==> config.mk <==
export PLATFORM = sky130hd
export DESIGN_NAME = muxn_pipe_reg
export DESIGN_NICKNAME = d
export VERILOG_FILES = /design/src/rtl/mux_pkg.sv /design/src/rtl/muxn_comb.sv /design/src/rtl/muxn_pipe_reg.sv
export SDC_FILE = /design/constraint.sdc
export NUM_CORES = 1
export LEC_CHECK = 0
export CORE_MARGIN = 5
export CORE_UTILIZATION = 25
export CTS_CLUSTER_DIAMETER = 200
export DETAILED_ROUTE_END_ITERATION = 6
export PLACE_DENSITY = 0.64
export SYNTH_ARGS = -nofsm -noshare
export SYNTH_HDL_FRONTEND = slang
export SYNTH_SLANG_ARGS = --single-unit
==> constraint.sdc <==
create_clock -name clk -period 3.4 [get_ports clk]
set_input_delay 1.02 -clock clk [delete_from_list [all_inputs] [get_ports clk]]
set_output_delay 1.02 -clock clk [all_outputs]
set_load 0.02 [all_outputs]
==> src/rtl/mux_pkg.sv <==
// Shared constants and helpers for the registered N:1 selector family.
package mux_pkg;

    localparam int DEFAULT_WIDTH = 64;

    // A bubble is an all-zero word; replicate this bit to the needed width.
    localparam logic BUBBLE_BIT = 1'b0;

    // Per-cycle action of the pipeline register.
    typedef enum logic [1:0] {
        ACT_LOAD  = 2'd0,
        ACT_HOLD  = 2'd1,
        ACT_FLUSH = 2'd2
    } pipe_act_e;

    function automatic logic sel_in_range(input int unsigned sel, input int unsigned n);
        return (sel < n);
    endfunction

endpackage

==> src/rtl/muxn_comb.sv <==
// Purely combinational N:1 WIDTH-bit selector built as a binary tree of 2:1 selects.
// Out-of-range selects produce an all-zero word.
module muxn_comb
    import mux_pkg::*;
#(
    parameter  int WIDTH = DEFAULT_WIDTH,
    parameter  int N     = 4,
    localparam int SELW  = $clog2(N)
) (
    input  logic [N*WIDTH-1:0] in,
    input  logic [SELW-1:0]    sel,
    output logic [WIDTH-1:0]   d
);

    localparam int LEAVES = 1 << SELW;
    localparam int NODES  = 2 * LEAVES - 1;

    // Heap-ordered tree: node 0 is the root, children of i are 2i+1 (sel bit 0) and 2i+2.
    logic [WIDTH-1:0] node [NODES];

    genvar gi;
    generate
        for (gi = 0; gi < LEAVES; gi++) begin : g_leaf
            if (gi < N) begin : g_real
                assign node[LEAVES-1+gi] = in[gi*WIDTH +: WIDTH];
            end else begin : g_pad
                assign node[LEAVES-1+gi] = {WIDTH{BUBBLE_BIT}};
            end
        end

        for (gi = 0; gi < LEAVES - 1; gi++) begin : g_node
            // The root consumes the MSB of sel; each level down consumes the next bit.
            localparam int DEPTH = $clog2(gi + 2) - 1;
            assign node[gi] = sel[SELW-1-DEPTH] ? node[2*gi+2] : node[2*gi+1];
        end
    endgenerate

    assign d = sel_in_range(32'(sel), $unsigned(N)) ? node[0] : {WIDTH{BUBBLE_BIT}};

endmodule

==> src/rtl/muxn_pipe_reg.sv <==
// N-input selector with a one-cycle pipeline register, stall/flush control,
// a registered valid/select, and a sticky out-of-range select error.
module muxn_pipe_reg
    import mux_pkg::*;
#(
    parameter  int WIDTH = DEFAULT_WIDTH,
    parameter  int N     = 4,
    localparam int SELW  = $clog2(N)
) (
    input  logic               clk,
    input  logic               reset,
    input  logic [N*WIDTH-1:0] in,
    input  logic [SELW-1:0]    sel,
    input  logic               in_valid,
    input  logic               stall,
    input  logic               flush,
    output logic [WIDTH-1:0]   out,
    output logic               out_valid,
    output logic [SELW-1:0]    out_sel,
    output logic               sel_err
);

    logic [WIDTH-1:0] d;
    pipe_act_e        act;

    logic [WIDTH-1:0] out_reg,       out_next;
    logic             out_valid_reg, out_valid_next;
    logic [SELW-1:0]  out_sel_reg,   out_sel_next;
    logic             sel_err_reg,   sel_err_next;

    muxn_comb #(
        .WIDTH (WIDTH),
        .N     (N)
    ) u_comb (
        .in  (in),
        .sel (sel),
        .d   (d)
    );

    always_comb begin
        act            = ACT_LOAD;
        out_next       = out_reg;
        out_valid_next = out_valid_reg;
        out_sel_next   = out_sel_reg;

        if (flush) begin
            act = ACT_FLUSH;
        end else if (stall) begin
            act = ACT_HOLD;
        end

        case (act)
            ACT_FLUSH: begin
                out_next       = {WIDTH{BUBBLE_BIT}};
                out_valid_next = 1'b0;
                out_sel_next   = '0;
            end
            ACT_LOAD: begin
                // Invalid selections still load; consumers qualify with out_valid.
                out_next       = d;
                out_valid_next = in_valid;
                out_sel_next   = sel;
            end
            default: ;
        endcase

        // Sticky: only a real instruction with a bad select on a load cycle sets it.
        sel_err_next = sel_err_reg
                     | ((act == ACT_LOAD) & in_valid & ~sel_in_range(32'(sel), $unsigned(N)));
    end

    always_ff @(posedge clk or posedge reset) begin
        if (reset) begin
            out_reg       <= '0;
            out_valid_reg <= 1'b0;
            out_sel_reg   <= '0;
            sel_err_reg   <= 1'b0;
        end else begin
            out_reg       <= out_next;
            out_valid_reg <= out_valid_next;
            out_sel_reg   <= out_sel_next;
            sel_err_reg   <= sel_err_next;
        end
    end

    assign out       = out_reg;
    assign out_valid = out_valid_reg;
    assign out_sel   = out_sel_reg;
    assign sel_err   = sel_err_reg;

endmodule

After elaboration in Yosys (flattened, before gate mapping)
Index checks and enable logic that the tools add are counted.
W data, S select, Z words.
{"block": "op_classes", "shift": 0, "reduce_logical": 2, "mux": 8, "eq_ne": 1, "div_mod_pow": 0, "bitwise_logic": 0, "order_cmp": 0, "addsub": 0, "n_mul": 0}
{"op": "$mux W64", "count": 3}
{"op": "$pmux W64 S2", "count": 1}
{"op": "$pmux W2 S2", "count": 1}
{"op": "$eq A2 B2 Y1 const B", "count": 1}
{"op": "$logic_not A2 Y1", "count": 1}
{"op": "$mux W2", "count": 1}
{"op": "$pmux W1 S2", "count": 1}
{"op": "$reduce_bool A2 Y1", "count": 1}
{"op": "$mux W1", "count": 1}
{"block": "totals", "latch_bits": 0, "mem_bits_rw": 0, "register_bits": 67, "wordCells": 14, "in_bits": 263, "n_memories": 0, "mem_bits_ro": 0}

Depth between registers and ports, before layout
{"block": "depth", "ltp_word": 4, "ltp_mapped": 5, "ltp_nobuf": 2}

Cells and area by module
From an unflattened synthesis, not the netlist that was laid out.
{"block": "unflattened", "hier_cells": 297, "area_unflattened_um2": 4374.2}
{"mod": "muxn_pipe_reg", "area_each_um2": 2751.4, "seq_area_each_um2": 1676.6, "cells_per_inst": 219, "instances": 1}
{"mod": "muxn_comb", "area_each_um2": 1622.8, "seq_area_each_um2": 0.0, "cells_per_inst": 78, "instances": 1}

Worst setup path before layout
Ideal clock, no wire load.
{"block": "synth_timing", "path_kind": "input port to flip-flop", "startpoint": "in sel[1]", "endpoint": "reg out_reg[20] (netlist: out[20])", "required_time_ns": 3.258, "t_arrival_ns": 1.890, "path_slack_ns": 1.367, "path_stages": 5, "cell_sequence": "clkbuf_1 > buf_4 > buf_2 > mux2i_1 > o221ai_1"}
{"block": "synth_between", "elab_chain_len": 2}
{"item": "start: declaration", "line_no": "muxn_pipe_reg.sv:13", "text": "input logic [SELW-1:0] sel,"}
{"item": "$mux W64", "line_no": "muxn_comb.sv:34", "text": "assign node[gi] = sel[SELW-1-DEPTH] ? node[2*gi+2] : node[2*gi+1];"}
{"item": "$pmux W64 S2", "line_no": "muxn_pipe_reg.sv:52", "text": "case (act)"}
{"item": "end signal: assignment", "line_no": "muxn_pipe_reg.sv:79", "text": "out_reg <= out_next;"}
{"item": "end: declaration", "line_no": "muxn_pipe_reg.sv:26", "text": "logic [WIDTH-1:0] out_reg, out_next;"}
No other way between the ends.
A chain may end at the register's enable or synchronous reset.

Worst setup path in the final report
{"block": "layout_timing", "startpoint": "in sel[0]", "endpoint": "reg out_reg[13] (netlist: out[13])"}
{"block": "layout_between", "elab_chain_len": 3}
{"item": "$mux W64", "line_no": "muxn_comb.sv:34"}
{"item": "$mux W64 (*)", "line_no": "muxn_comb.sv:34"}
{"item": "$pmux W64 S2 (*)", "line_no": "muxn_pipe_reg.sv:52"}
Every way passes the cells marked *; elsewhere a longest branch is shown, timed or not.

==> out/summary.txt <==
Switching Fraction -> 26.4%
Setup TNS -> 0 ns
WP data required -> 3.63 ns
Clk pwr share -> 32.7%
DRT Pass-1 Iters -> 4
Port Buffers -> 329
Post-DP HPWL -> 13600 um
initial antenna violation count -> 0
power consumption -> 0.00253 W
crit end category -> flop
RSZ-0062 raised after global routing -> false
endpoints failing setup -> 0
CTS Root Buffer Type -> clkbuf_16
routed vias -> 4383
P_sw -> 0.000667 W
final hold vios -> 0
Yosys top cell area share -> 38.9%
post-route DRC violation count -> 0
final worst-path cycle share -> 78.0%
Yosys cell types -> 13
max_cap viols -> 0
CTS tree -> built
Diodes inserted -> 0
Slew HR -> 45.2%
dominant cell type by area after synthesis -> dfrtp_1
Fmax -> 0.377 GHz
Synth async-reset ratio -> 100%
GR Overflow Total -> 0
top post-synthesis cells by area -> dfrtp_1 (39%), mux2i_1 (30%), o221ai_1 (13%), nand3b_1 (11%), buf_2 (1.9%)
Area Overhead vs Synth -> 85.8%
CTS H-Tree Depth -> 3
Mapped Area -> 4310 um^2
top_reg_cell synth -> dfrtp_1
kind of critical path -> input pin to flop
vias in the first global route -> 4731
top-count cell post-synth -> mux2i_1
status -> finished, final reports clean
Seq/Total Area, Yosys -> 38.9%
Crit path arrival time -> 2.88 ns
Lkg Pwr -> 3.38 nW
WL final -> 17300 um
worst min-delay path category -> flop to flop
CP Max Fanout -> 33
global-route wire length before repair -> 25800 um
vias per cell -> 4.81
VDD IR max -> 0.210 mV
Clock Sinks -> 67
Pint -> 0.00186 W
die area -> 20000 um^2
max reg flops -> 64
Net Count, Synth -> 641
ANT nets after route -> 0
mean area per synthesized cell -> 11.4 um^2
Nets -> 949
die width -> 141 um
clk_lat worst skew -> 0.33 ns
Worst Max-Slew Pin Slew -> 0.820 ns
fillers -> 1527
gpl congestion -> 0.937
top cells by count, synth -> mux2i_1 (131), dfrtp_1 (67), nand3b_1 (64), o221ai_1 (64), clkbuf_1 (20)
crit path time final -> 2.65 ns
cts bufs inserted -> 9
Synth Instances -> 378
io pins -> 331
largest net degree at the start of global routing -> 69
Comb power frac -> 32.0%
ratio of cells with drive above 1 in the final layout -> 4.37%
pwr dens -> 316 nW/um^2
postcts setup bufs -> 0
clock skew -> 0 ns
Synth warnings -> 0
clk slew on worst S/H paths -> 0.05 ns
final slew viol count -> 0
Initial Utilization -> 25.2%
CP Launch Type -> input pin
Die H -> 141 um
worst slack, placed -> 0.398 ns
Yosys reg bits -> 67
register area -> 1680 um^2
DR iter-0 viols -> 137
WL per Instance -> 19.0 um
Hold Buf Count CTS -> 0
post-cts resize count -> 0
Longest Clk Path Bufs -> 2
CORE AREA -> 17100 um^2
cell row count -> 48
Tot GR Track Use -> 16.3%
setup ws final -> 0.747 ns
Post-synth EDFFs -> 0
area of the multi-input gates -> 2380 um^2
Seq pwr share -> 35.3%
==> kinds of logic (layout without fill, tap and decap cells) <==
kind of cell    after synthesis  after routing  synth area share, %
mux                         131            131                 30.4
simple gates                 69             69                 11.8
flops                        67             67                 38.9
compound gates               64             64                 13.0
buf+inv                      46            355                 5.86
other cells                   1              1               0.0870
==> worst max-delay path: stages <==
cell and delay [ns]:
clkdlybuf4s50_1 0.43, or3_2 0.79, buf_4 0.37, o221ai_1 0.22
==> power groups by stage <==
stage	Clock, W	Sequential (W)	Combinational [W]
2_1_floorplan	0	0.000975	0.000243
3_3_place_gp	0	0.000903	0.000810
3_5_place_dp	0	0.000905	0.000819
4_1_cts	0.000851	0.000893	0.000821
5_1_grt	0.000890	0.000900	0.000860
6_report	0.000827	0.000893	0.000808
==> through the flow <==
step	utilization (%)	cells	hold slack [ns]	area, um^2
floorplan	-	378	0.625	4310
global placement	45.3	900	0.506	7750
detailed placement	45.3	900	0.510	7750
CTS	46.8	912	0.525	8010
global route	46.8	912	0.549	8010
finish	46.8	912	0.523	8010
==> placed cells by master, fill, tap and decap left out <==
| master | netlist | layout |
|---|---|---|
| clkbuf_8 | 0 | 2 |
| buf_2 | 16 | 2 |
| buf_12 | 0 | 2 |
| or3b_2 | 0 | 1 |
| clkbuf_16 | 0 | 9 |
| or3_2 | 0 | 1 |
| buf_6 | 7 | 1 |
| nand3b_1 | 64 | 64 |
| inv_2 | 0 | 1 |
| conb_1 | 1 | 1 |
| clkdlybuf4s50_1 | 0 | 326 |
| o221ai_1 | 64 | 64 |
| clkbuf_1 | 20 | 1 |
| buf_4 | 2 | 11 |
| dfrtp_1 | 67 | 67 |
| mux2i_1 | 131 | 131 |
| nor2_1 | 3 | 3 |
==> layout make-up <==
cell class / instances / area share (%)
inverters: 1 / 0.0469
repair buffers: 342 / 42.5
flip-flops and latches: 67 / 20.9
clock buffers: 12 / 3.20
multi-input cells: 265 / 29.8
well taps: 225 / 3.52
==> per-layer routing <==
layer	vias to the layer above	track usage, %	part of all wire [%]
met4	0	3.26	1.1
met3	14	6.10	9.0
met5	-	0	0
met1	2082	17.8	37
li1	2096	-	-
met2	191	30.3	53
==> path summary, 6_finish.rpt <==
path	start	to	slack, ns	cells past startpoint
setup / recovery	sel[0]	out[13]	0.75	4
hold / removal	out[48]	out[48]	0.52	2
setup reg to reg	out[39]	out[39]	2.63	2
hold reg to reg	out[48]	out[48]	0.52	2
max in group asynchronous	reset	out[55]	1.56	3
min in group asynchronous	reset	out[48]	1.17	2
(Power assumes the default switching activity.)
